$ cat src/rtl/eth_tx_pkt_arbiter.sv
// eth_tx_pkt_arbiter
// Packet-level round-robin arbiter merging NUM_IN 512-bit Avalon-ST sources
// onto one Ethernet TX stream. A source owns the output from its sop beat
// until its eop beat is accepted. One registered output stage, a packet
// counter and a protocol-drop counter.

module eth_tx_pkt_arbiter #(
  parameter int NUM_IN = 2,
  parameter int IDX_W  = $clog2(NUM_IN)
) (
  input  logic                    Clk,
  input  logic                    Rst,

  input  logic [NUM_IN-1:0]       in_valid,
  output logic [NUM_IN-1:0]       in_ready,
  input  logic [NUM_IN*512-1:0]   in_data,
  input  logic [NUM_IN-1:0]       in_sop,
  input  logic [NUM_IN-1:0]       in_eop,
  input  logic [NUM_IN*6-1:0]     in_empty,

  output logic                    out_valid,
  input  logic                    out_ready,
  output logic [511:0]            out_data,
  output logic                    out_sop,
  output logic                    out_eop,
  output logic [5:0]              out_empty,
  input  logic                    out_almost_full,

  output logic [31:0]             pkt_cnt,
  output logic [31:0]             drop_cnt,
  output logic [IDX_W-1:0]        grant_idx
);

  typedef enum logic [0:0] {
    ST_IDLE = 1'b0,  // waiting for a sop candidate
    ST_LOCK = 1'b1   // a packet is in flight from grant_idx
  } state_t;

  state_t            state;
  state_t            state_nxt;
  logic [IDX_W-1:0]  rr_ptr;

  logic              adv;        // output register can take a beat this cycle
  logic [NUM_IN-1:0] cand;       // sources offering a sop beat
  logic [IDX_W-1:0]  win;        // round-robin winner among cand
  logic              win_found;
  logic [NUM_IN-1:0] drop_mask;  // non-sop beats discarded while idle
  logic [2:0]        drop_num;
  logic              accept;     // a beat moves into the output register
  logic [IDX_W-1:0]  sel;        // source whose beat is accepted

  logic [511:0]      sel_data;
  logic              sel_sop;
  logic              sel_eop;
  logic [5:0]        sel_empty;

  // Successor of a source index, wrapping at NUM_IN (which need not be a
  // power of two).
  function automatic logic [IDX_W-1:0] next_idx(input logic [IDX_W-1:0] idx);
    logic [IDX_W-1:0] nxt;
    if (int'(idx) >= NUM_IN - 1) nxt = '0;
    else                         nxt = idx + IDX_W'(1);
    return nxt;
  endfunction

  assign adv  = !out_valid || out_ready;
  assign cand = in_valid & in_sop;

  // Round-robin search over sop candidates, starting at rr_ptr.
  always_comb begin
    // NOTE: every signal driven here gets a default first, so no path can
    // leave it unassigned and infer a latch.
    win       = '0;
    win_found = 1'b0;
    for (int k = 0; k < NUM_IN; k++) begin
      if (!win_found && cand[(int'(rr_ptr) + k) % NUM_IN]) begin
        win_found = 1'b1;
        win       = IDX_W'((int'(rr_ptr) + k) % NUM_IN);
      end
    end
  end

  // Handshake outputs: who is ready, whether a beat is accepted, and from where.
  // Ready is held low while Rst is asserted so no source sees a handshake
  // that the reset registers will not record.
  always_comb begin
    in_ready  = '0;
    drop_mask = '0;
    accept    = 1'b0;
    sel       = grant_idx;
    if (!Rst) begin
      unique case (state)
        ST_IDLE: begin
          // Mid-packet beats with no owner are discarded regardless of
          // backpressure or almost_full.
          drop_mask = in_valid & ~in_sop;
          in_ready  = drop_mask;
          sel       = win;
          accept    = adv && !out_almost_full && win_found;
          if (accept) in_ready[win] = 1'b1;
        end
        ST_LOCK: begin
          // almost_full only blocks packet starts, never a packet in flight.
          in_ready[grant_idx] = adv;
          accept              = adv && in_valid[grant_idx];
        end
        default: ;
      endcase
    end
  end

  // Number of beats dropped this cycle.
  always_comb begin
    drop_num = '0;
    for (int i = 0; i < NUM_IN; i++) begin
      drop_num = drop_num + 3'(drop_mask[i]);
    end
  end

  // Beat mux from the selected source.
  always_comb begin
    sel_data  = in_data[int'(sel)*512 +: 512];
    sel_sop   = in_sop[sel];
    sel_eop   = in_eop[sel];
    sel_empty = in_empty[int'(sel)*6 +: 6];
  end

  // Next-state: lock on a multi-beat packet start, unlock when its eop is taken.
  // A sop seen while locked is just another beat of the same packet.
  always_comb begin
    state_nxt = state;
    unique case (state)
      ST_IDLE: if (accept && !sel_eop) state_nxt = ST_LOCK;
      ST_LOCK: if (accept &&  sel_eop) state_nxt = ST_IDLE;
      default: state_nxt = ST_IDLE;
    endcase
  end

  // State register.
  always_ff @(posedge Clk or posedge Rst) begin
    // NOTE: sequential state uses non-blocking assignments so every register
    // samples pre-edge values regardless of block ordering.
    if (Rst) state <= ST_IDLE;
    else     state <= state_nxt;
  end

  // Grant bookkeeping: record the winner on a packet start and move the
  // round-robin pointer past the source whose eop was just accepted.
  always_ff @(posedge Clk or posedge Rst) begin
    if (Rst) begin
      grant_idx <= '0;
      rr_ptr    <= '0;
    end else begin
      if (state == ST_IDLE && accept) grant_idx <= win;
      if (accept && sel_eop)          rr_ptr    <= next_idx(sel);
    end
  end

  // Output register: load on accept, otherwise drain when downstream takes it.
  always_ff @(posedge Clk or posedge Rst) begin
    if (Rst) begin
      out_valid <= 1'b0;
      out_data  <= '0;
      out_sop   <= 1'b0;
      out_eop   <= 1'b0;
      out_empty <= '0;
    end else if (accept) begin
      out_valid <= 1'b1;
      out_data  <= sel_data;
      out_sop   <= sel_sop;
      out_eop   <= sel_eop;
      out_empty <= sel_empty;
    end else if (out_ready) begin
      out_valid <= 1'b0;
    end
  end

  // Status counters; both wrap naturally at 2^32.
  always_ff @(posedge Clk or posedge Rst) begin
    if (Rst) begin
      pkt_cnt  <= '0;
      drop_cnt <= '0;
    end else begin
      if (out_valid && out_ready && out_eop) pkt_cnt <= pkt_cnt + 32'd1;
      drop_cnt <= drop_cnt + 32'(drop_num);
    end
  end

endmodule

$ cat config.mk
export PLATFORM = sky130hd
export DESIGN_NAME = eth_tx_pkt_arbiter
export DESIGN_NICKNAME = d
export VERILOG_FILES = /design/src/rtl/eth_tx_pkt_arbiter.sv
export SDC_FILE = /design/constraint.sdc
export NUM_CORES = 1
export LEC_CHECK = 0
export ABC_AREA = 1
export BUFFER_PORTS_ARGS = -buffer_cell sky130_fd_sc_hd__buf_2
export CAP_MARGIN = 0
export CORE_AREA = 2 2 636 638
export DETAILED_ROUTE_END_ITERATION = 8
export DIE_AREA = 0 0 638 640
export GPL_TIMING_DRIVEN = 0
export SKIP_LAST_GASP = 1
export SLEW_MARGIN = 20
export SYNTH_ARGS = -nofsm -noshare
export SYNTH_HDL_FRONTEND = slang
export SYNTH_SLANG_ARGS = --single-unit
$ cat constraint.sdc
create_clock -name Clk -period 24.5 [get_ports Clk]
set_clock_uncertainty 0.2 [all_clocks]
set_input_delay 2.45 -clock Clk [delete_from_list [all_inputs] [get_ports Clk]]
set_output_delay 2.45 -clock Clk [all_outputs]
set_load 0.01 [all_outputs]
==> run metrics, run 1 <==
row cnt 233; Yosys Warn Count 0; Setup crit end kind primary output; Lkg Pwr 26.7 nW; Sw Ratio 54.2%; Post-Syn Area 31200 um2; pins over their slew limit 0; Setup WS pre-CTS 17.81 ns; Synth Flop Type dfrtp_1; part of the power in combinational logic 54.8%; cell-internal power 3.03 mW; max_cap viols 0; Final Setup Violations 0; global route total overflow 0; CTS resizes 0; status finished clean; CP Launch Type primary input; Final period util 26.8%; synthesis-stage register bit count 588; Max-Slew Margin vs Limit 26.4%; Syn Area/Cell 7.04 um2; synth unique cells 32; CP Data Required Time 21.85 ns; Async S/R FF share, synth 100%; share of cells above drive strength 1 33.0%; Hold Path Class flop to flop; Fin Hold WS 0.262 ns; highest clock rate 0.152 GHz; sequential element share of the synthesized area 47.1%; Via Count 39100; Post-Synthesis Cells 4439; critical path type primary input to primary output; Syn Nets 5488; hold buffer count at cts 0; First-pass DRT Iterations 6; pin count of the biggest net entering global routing 96; EDFF count, synth 0; largest cells by area after synthesis dfrtp_1, nand2_1, nand3_1; Clock Path Buffers 4; GRT busiest layer met2; CTS tree built; Final Hold Viols 0; htree depth 3; number of global-route vias before repair 36600; Die Span Y 640 um; clock latency on the worst-skew pair 0.80 ns; CTS Buf Count 89; total power 6.61 mW; Placer Congestion 1.02; remaining routing DRC violations 0; met2 Resource Use GR 27.5%; Clock Pin Slew Worst Setup and Hold Paths 0.05 ns; Pwr Density 133 nW/um2; peak supply drop 0.0000676 V; Crit Path Max Fanout 5; Post-CTS Setup Inserts 0; largest area contributor in the netlist dfrtp_1; initial antenna violation count 143; IO buf count 1633; IO Pins 1634; routed length per instance 30.5 um; net switching power figure 3.58 mW; worst path arrival time 3.92 ns; via/cell ratio 3.35; global-route wire length before repair 432000 um; most frequent cells after synthesis nand2_1, dfrtp_1, nand3_1, buf_2, nor2_1; fin util 12.4%; Core ar. 401000 um2; total track usage 16.7%; Sink Count 588; total negative slack 0 ns; die area 408000 um2; DRT Wirelength 356000 um; Period minus WS final 6.57 ns; antenna-violating nets left 0; Area Overhead vs Synth 59.0%; Least-Margin Pin Slew 1.10 ns; DPL Wire Length 318000 um; initial core utilization 7.78%; Reg power frac 24.4%; RSZ-0062 raised after global routing false; Die Width 638 um; most common cell in the synthesized netlist nand2_1; 1st-iter DRT viols 3820; clock power share 20.8%; top cell type's share of synthesized area 47.1%; Final Net Count 7223; final worst slack 17.93 ns; met1 global-route usage 17.9%; GR Util met3 8.52%; Root Buffer clkbuf_16
-- worst max-delay path, stage by stage --
cell and delay (ns):
buf_2 0.25, inv_1 0.09, nand2_2 0.15, nand2_2 0.09, nor2_4 0.13, nand2_1 0.06
a211oi_1 0.24, buf_2 0.41
-- area by class of cell --
cell class	instances	area, um2
clock inverter	40	498
antenna	135	338
timing repair buffer	1644	8460
multi-input combinational	3504	14200
fill	47000	352000
tap	5287	6620
sequential	588	14700
clock buffer	119	2500
buffer	287	2050
inverter	60	235
-- flip-flops by register name, indices dropped and copies added (netlist names), named ones only --
name	flops
drop_cnt	32
grant_idx	1
out_data	512
out_empty	6
out_eop	1
out_sop	1
out_valid	1
pkt_cnt	32
rr_ptr	1
-- cell families (layout without fill, tap and decap cells) --
kind of cell             after synthesis  after routing  share of synthesized area, %
buffers and inverters                347           2150                          7.26
adder cells (fa/ha/maj)                3              3                         0.144
flip-flops                           588            588                          47.1
AO/OA/AOI/OAI                          7              7                         0.160
other                                  0            135                             0
XOR/XNOR                              38             38                          1.07
AND/OR/NAND/NOR                     3456           3456                          44.2
-- final timing paths --
kind | start | to | slack [ns] | depth (start not counted)
min in group asynchronous | Rst | out_eop | 1.50 | 2
hold / removal | out_data[496] | out_data[496] | 0.26 | 2
max in group asynchronous | Rst | out_data[76] | 20.96 | 5
hold reg to reg | out_data[496] | out_data[496] | 0.26 | 2
setup reg to reg | flop | out_data[32] | 20.81 | 10
setup / recovery | out_ready | in_ready[0] | 17.93 | 8
-- power groups by stage --
stage          logic (mW)  clock network [mW]  registers, mW
2_1_floorplan        1.13                   0           1.79
3_3_place_gp         3.73                   0           1.61
3_5_place_dp         3.73                   0           1.62
4_1_cts              3.74                1.43           1.61
5_1_grt              3.89                1.46           1.66
6_report             3.62                1.38           1.61
-- layer usage --
layer,part of all wire [%],vias to the layer above,wire length [um]
li1,-,17500,-
met1,35,18900,126000
met2,46,2154,165000
met3,13,515,45700
met4,5.3,84,18900
met5,0.16,-,558
-- layout by cell type, fill, tap and decap left out, types with 12 or more instances in the layout --
cell       count
nand4_1       18
nand2_1     2776
clkbuf_1      42
xor2_1        27
nor2_1        79
diode_2      135
buf_2       1826
clkbuf_16     89
nand3_1      547
dfrtp_1      588
clkbuf_8      16
nor3_1        14
buf_12        36
buf_6         18
inv_6         12
inv_1         57
-- metrics by stage --
| stage | instance area (um2) | std cells |
|---|---|---|
| 2_1_floorplan | 31200 | 4439 |
| 3_3_place_gp | 46000 | 11400 |
| 3_5_place_dp | 46300 | 11400 |
| 4_1_cts | 49300 | 11500 |
| 5_1_grt | 49600 | 11600 |
| 6_report | 49700 | 11700 |
Note: power is estimated with default switching activity, not from simulation.
==> inputs of run 2 (changes only) <==
==> constraint.sdc (replaced) <==
create_clock -name Clk -period 6.5 [get_ports Clk]
set_clock_uncertainty 0.2 [all_clocks]
set_input_delay 0.65 -clock Clk [delete_from_list [all_inputs] [get_ports Clk]]
set_output_delay 0.65 -clock Clk [all_outputs]
set_load 0.01 [all_outputs]
==> run metrics, run 2 (same netlist as run 1, synthesis figures left out) <==
status finished clean; routed length per instance 30.7 um; CTS resizes 0; Final period util 58.0%; pin count of the biggest net entering global routing 33; 1st-iter DRT viols 3475; Crit Path Max Fanout 11; crit-path most repeated cell nand2_1; htree depth 3; fin util 13.2%; Least-Margin Pin Slew 1.14 ns; GR Util met3 8.84%; commonest cells after routing, fill and taps aside nand2_1, buf_2, dfrtp_1, nand3_1, dlygate4sd3_1; met1 global-route usage 18.0%; met2 Resource Use GR 29.7%; initial antenna violation count 126; Die Width 638 um; antenna-violating nets left 0; IO buf count 1633; CP peak stage delay 0.61 ns; CTS tree built; GRT busiest layer met2; remaining routing DRC violations 0; CP max stage cell buf_2; Clock Path Buffers 4; via/cell ratio 3.33; critical-path cell list dlygate4sd3_1 -> buf_2 -> nor2_4 -> nand3_4 -> nand2_2 -> buf_4 -> buf_2 -> nand2_1 -> nand2_1 -> dlygate4sd3_1 -> nand2_1 -> nand2_1; Area Overhead vs Synth 69.8%; DPL Wire Length 328000 um; total track usage 17.2%; share of cells above drive strength 1 31.3%; Post-CTS Setup Inserts 0; First-pass DRT Iterations 6; Hold Path Class primary input to flop; Final Setup Violations 0; Placer Congestion 0.974; Final Hold Viols 0; DRT Wirelength 367000 um; Root Buffer clkbuf_16; most common cell after layout, fill and taps aside nand2_1; pins over their slew limit 0; CTS Buf Count 88; clock latency on the worst-skew pair 0.79 ns; max reg flops 512; highest clock rate 0.265 GHz; Sink Count 588; RSZ-0062 raised after global routing false; r2r setup slk 2.81 ns; global-route wire length before repair 448000 um; Pwr Density 477 nW/um2; final cell count without fillers 12000; Setup crit end kind flop; Core ar. 401000 um2; die area 408000 um2; worst path arrival time 4.30 ns; initial core utilization 7.78%; number of global-route vias before repair 38700; CP Launch Type primary input; Clock Pin Slew Worst Setup and Hold Paths 0.06 ns; IO Pins 1634; Setup WS pre-CTS 2.07 ns; global route total overflow 0; Via Count 39900; CP Data Required Time 7.03 ns; final worst slack 2.73 ns; Most flops, register out_data; Die Span Y 640 um; Inst Count DP 11400; total negative slack 0 ns; row cnt 233; total power 25.3 mW; max_cap viols 0; Regs by FF count out_data (512), drop_cnt (32), pkt_cnt (32); Final Net Count 7580; critical path type primary input to flop; Period minus WS final 3.77 ns; Max-Slew Margin vs Limit 24.0%; peak supply drop 0.000228 V; Lkg Pwr 28.2 nW
## run 2: per-stage QoR
stage,cell area [um2],hold slack [ns]
floorplan,31200,0.242
global placement,46000,0.250
detailed placement,46600,0.254
CTS,52800,0.0000321
global route,53000,0.0359
finish,53000,0.0773
## run 2: path summary, 6_finish.rpt
kind                                    start                         end  cells past startpoint
worst max-delay path                      Rst               out_data[237]                     12
worst min-delay path             in_data[202]               out_data[202]                      5
worst max register to register           flop               out_data[237]                     11
worst min register to register  out_data[108]               out_data[108]                      2
max in group asynchronous                 Rst               out_data[280]                     10
min in group asynchronous                 Rst  asynchronous set/reset pin                      3
## run 2: layout make-up
cell class / instances / area [um2]
clock buffers: 117 / 2420
flip-flops and latches: 588 / 14700
clock inverters: 36 / 367
plain buffers: 287 / 2050
diodes: 81 / 203
multi-input cells: 3504 / 14200
inverters: 60 / 231
repair buffers: 2002 / 12200
fillers: 46800 / 348000
well taps: 5287 / 6620
## run 2: layer usage
metal	vias to the layer above	wire length, um	part of all wire (%)
li1	18100	-	-
met1	19400	129000	35
met2	1946	177000	48
met3	421	46400	13
met4	48	14300	3.9
met5	-	297	0.081
## run 2: report_power, final
group	leakage (nW)	switching, mW	internal [mW]	total, mW
logic	19.4	10.7	3.67	14.4
registers	7.41	0.868	5.20	6.06
clock network	1.35	2.13	2.75	4.88
## run 2: critical path: cells and delay by family
family                 cells  cell delay (ns)
and+or+nand+nor            7             1.37
buffers and inverters      5             2.25
## run 2: repair_timing
item / 4_1_cts / 5_1_grt
hold buffers: 341 / 0
endpoints found under the setup margin: 0 / 0
hold endpoints to repair: 257 / 0
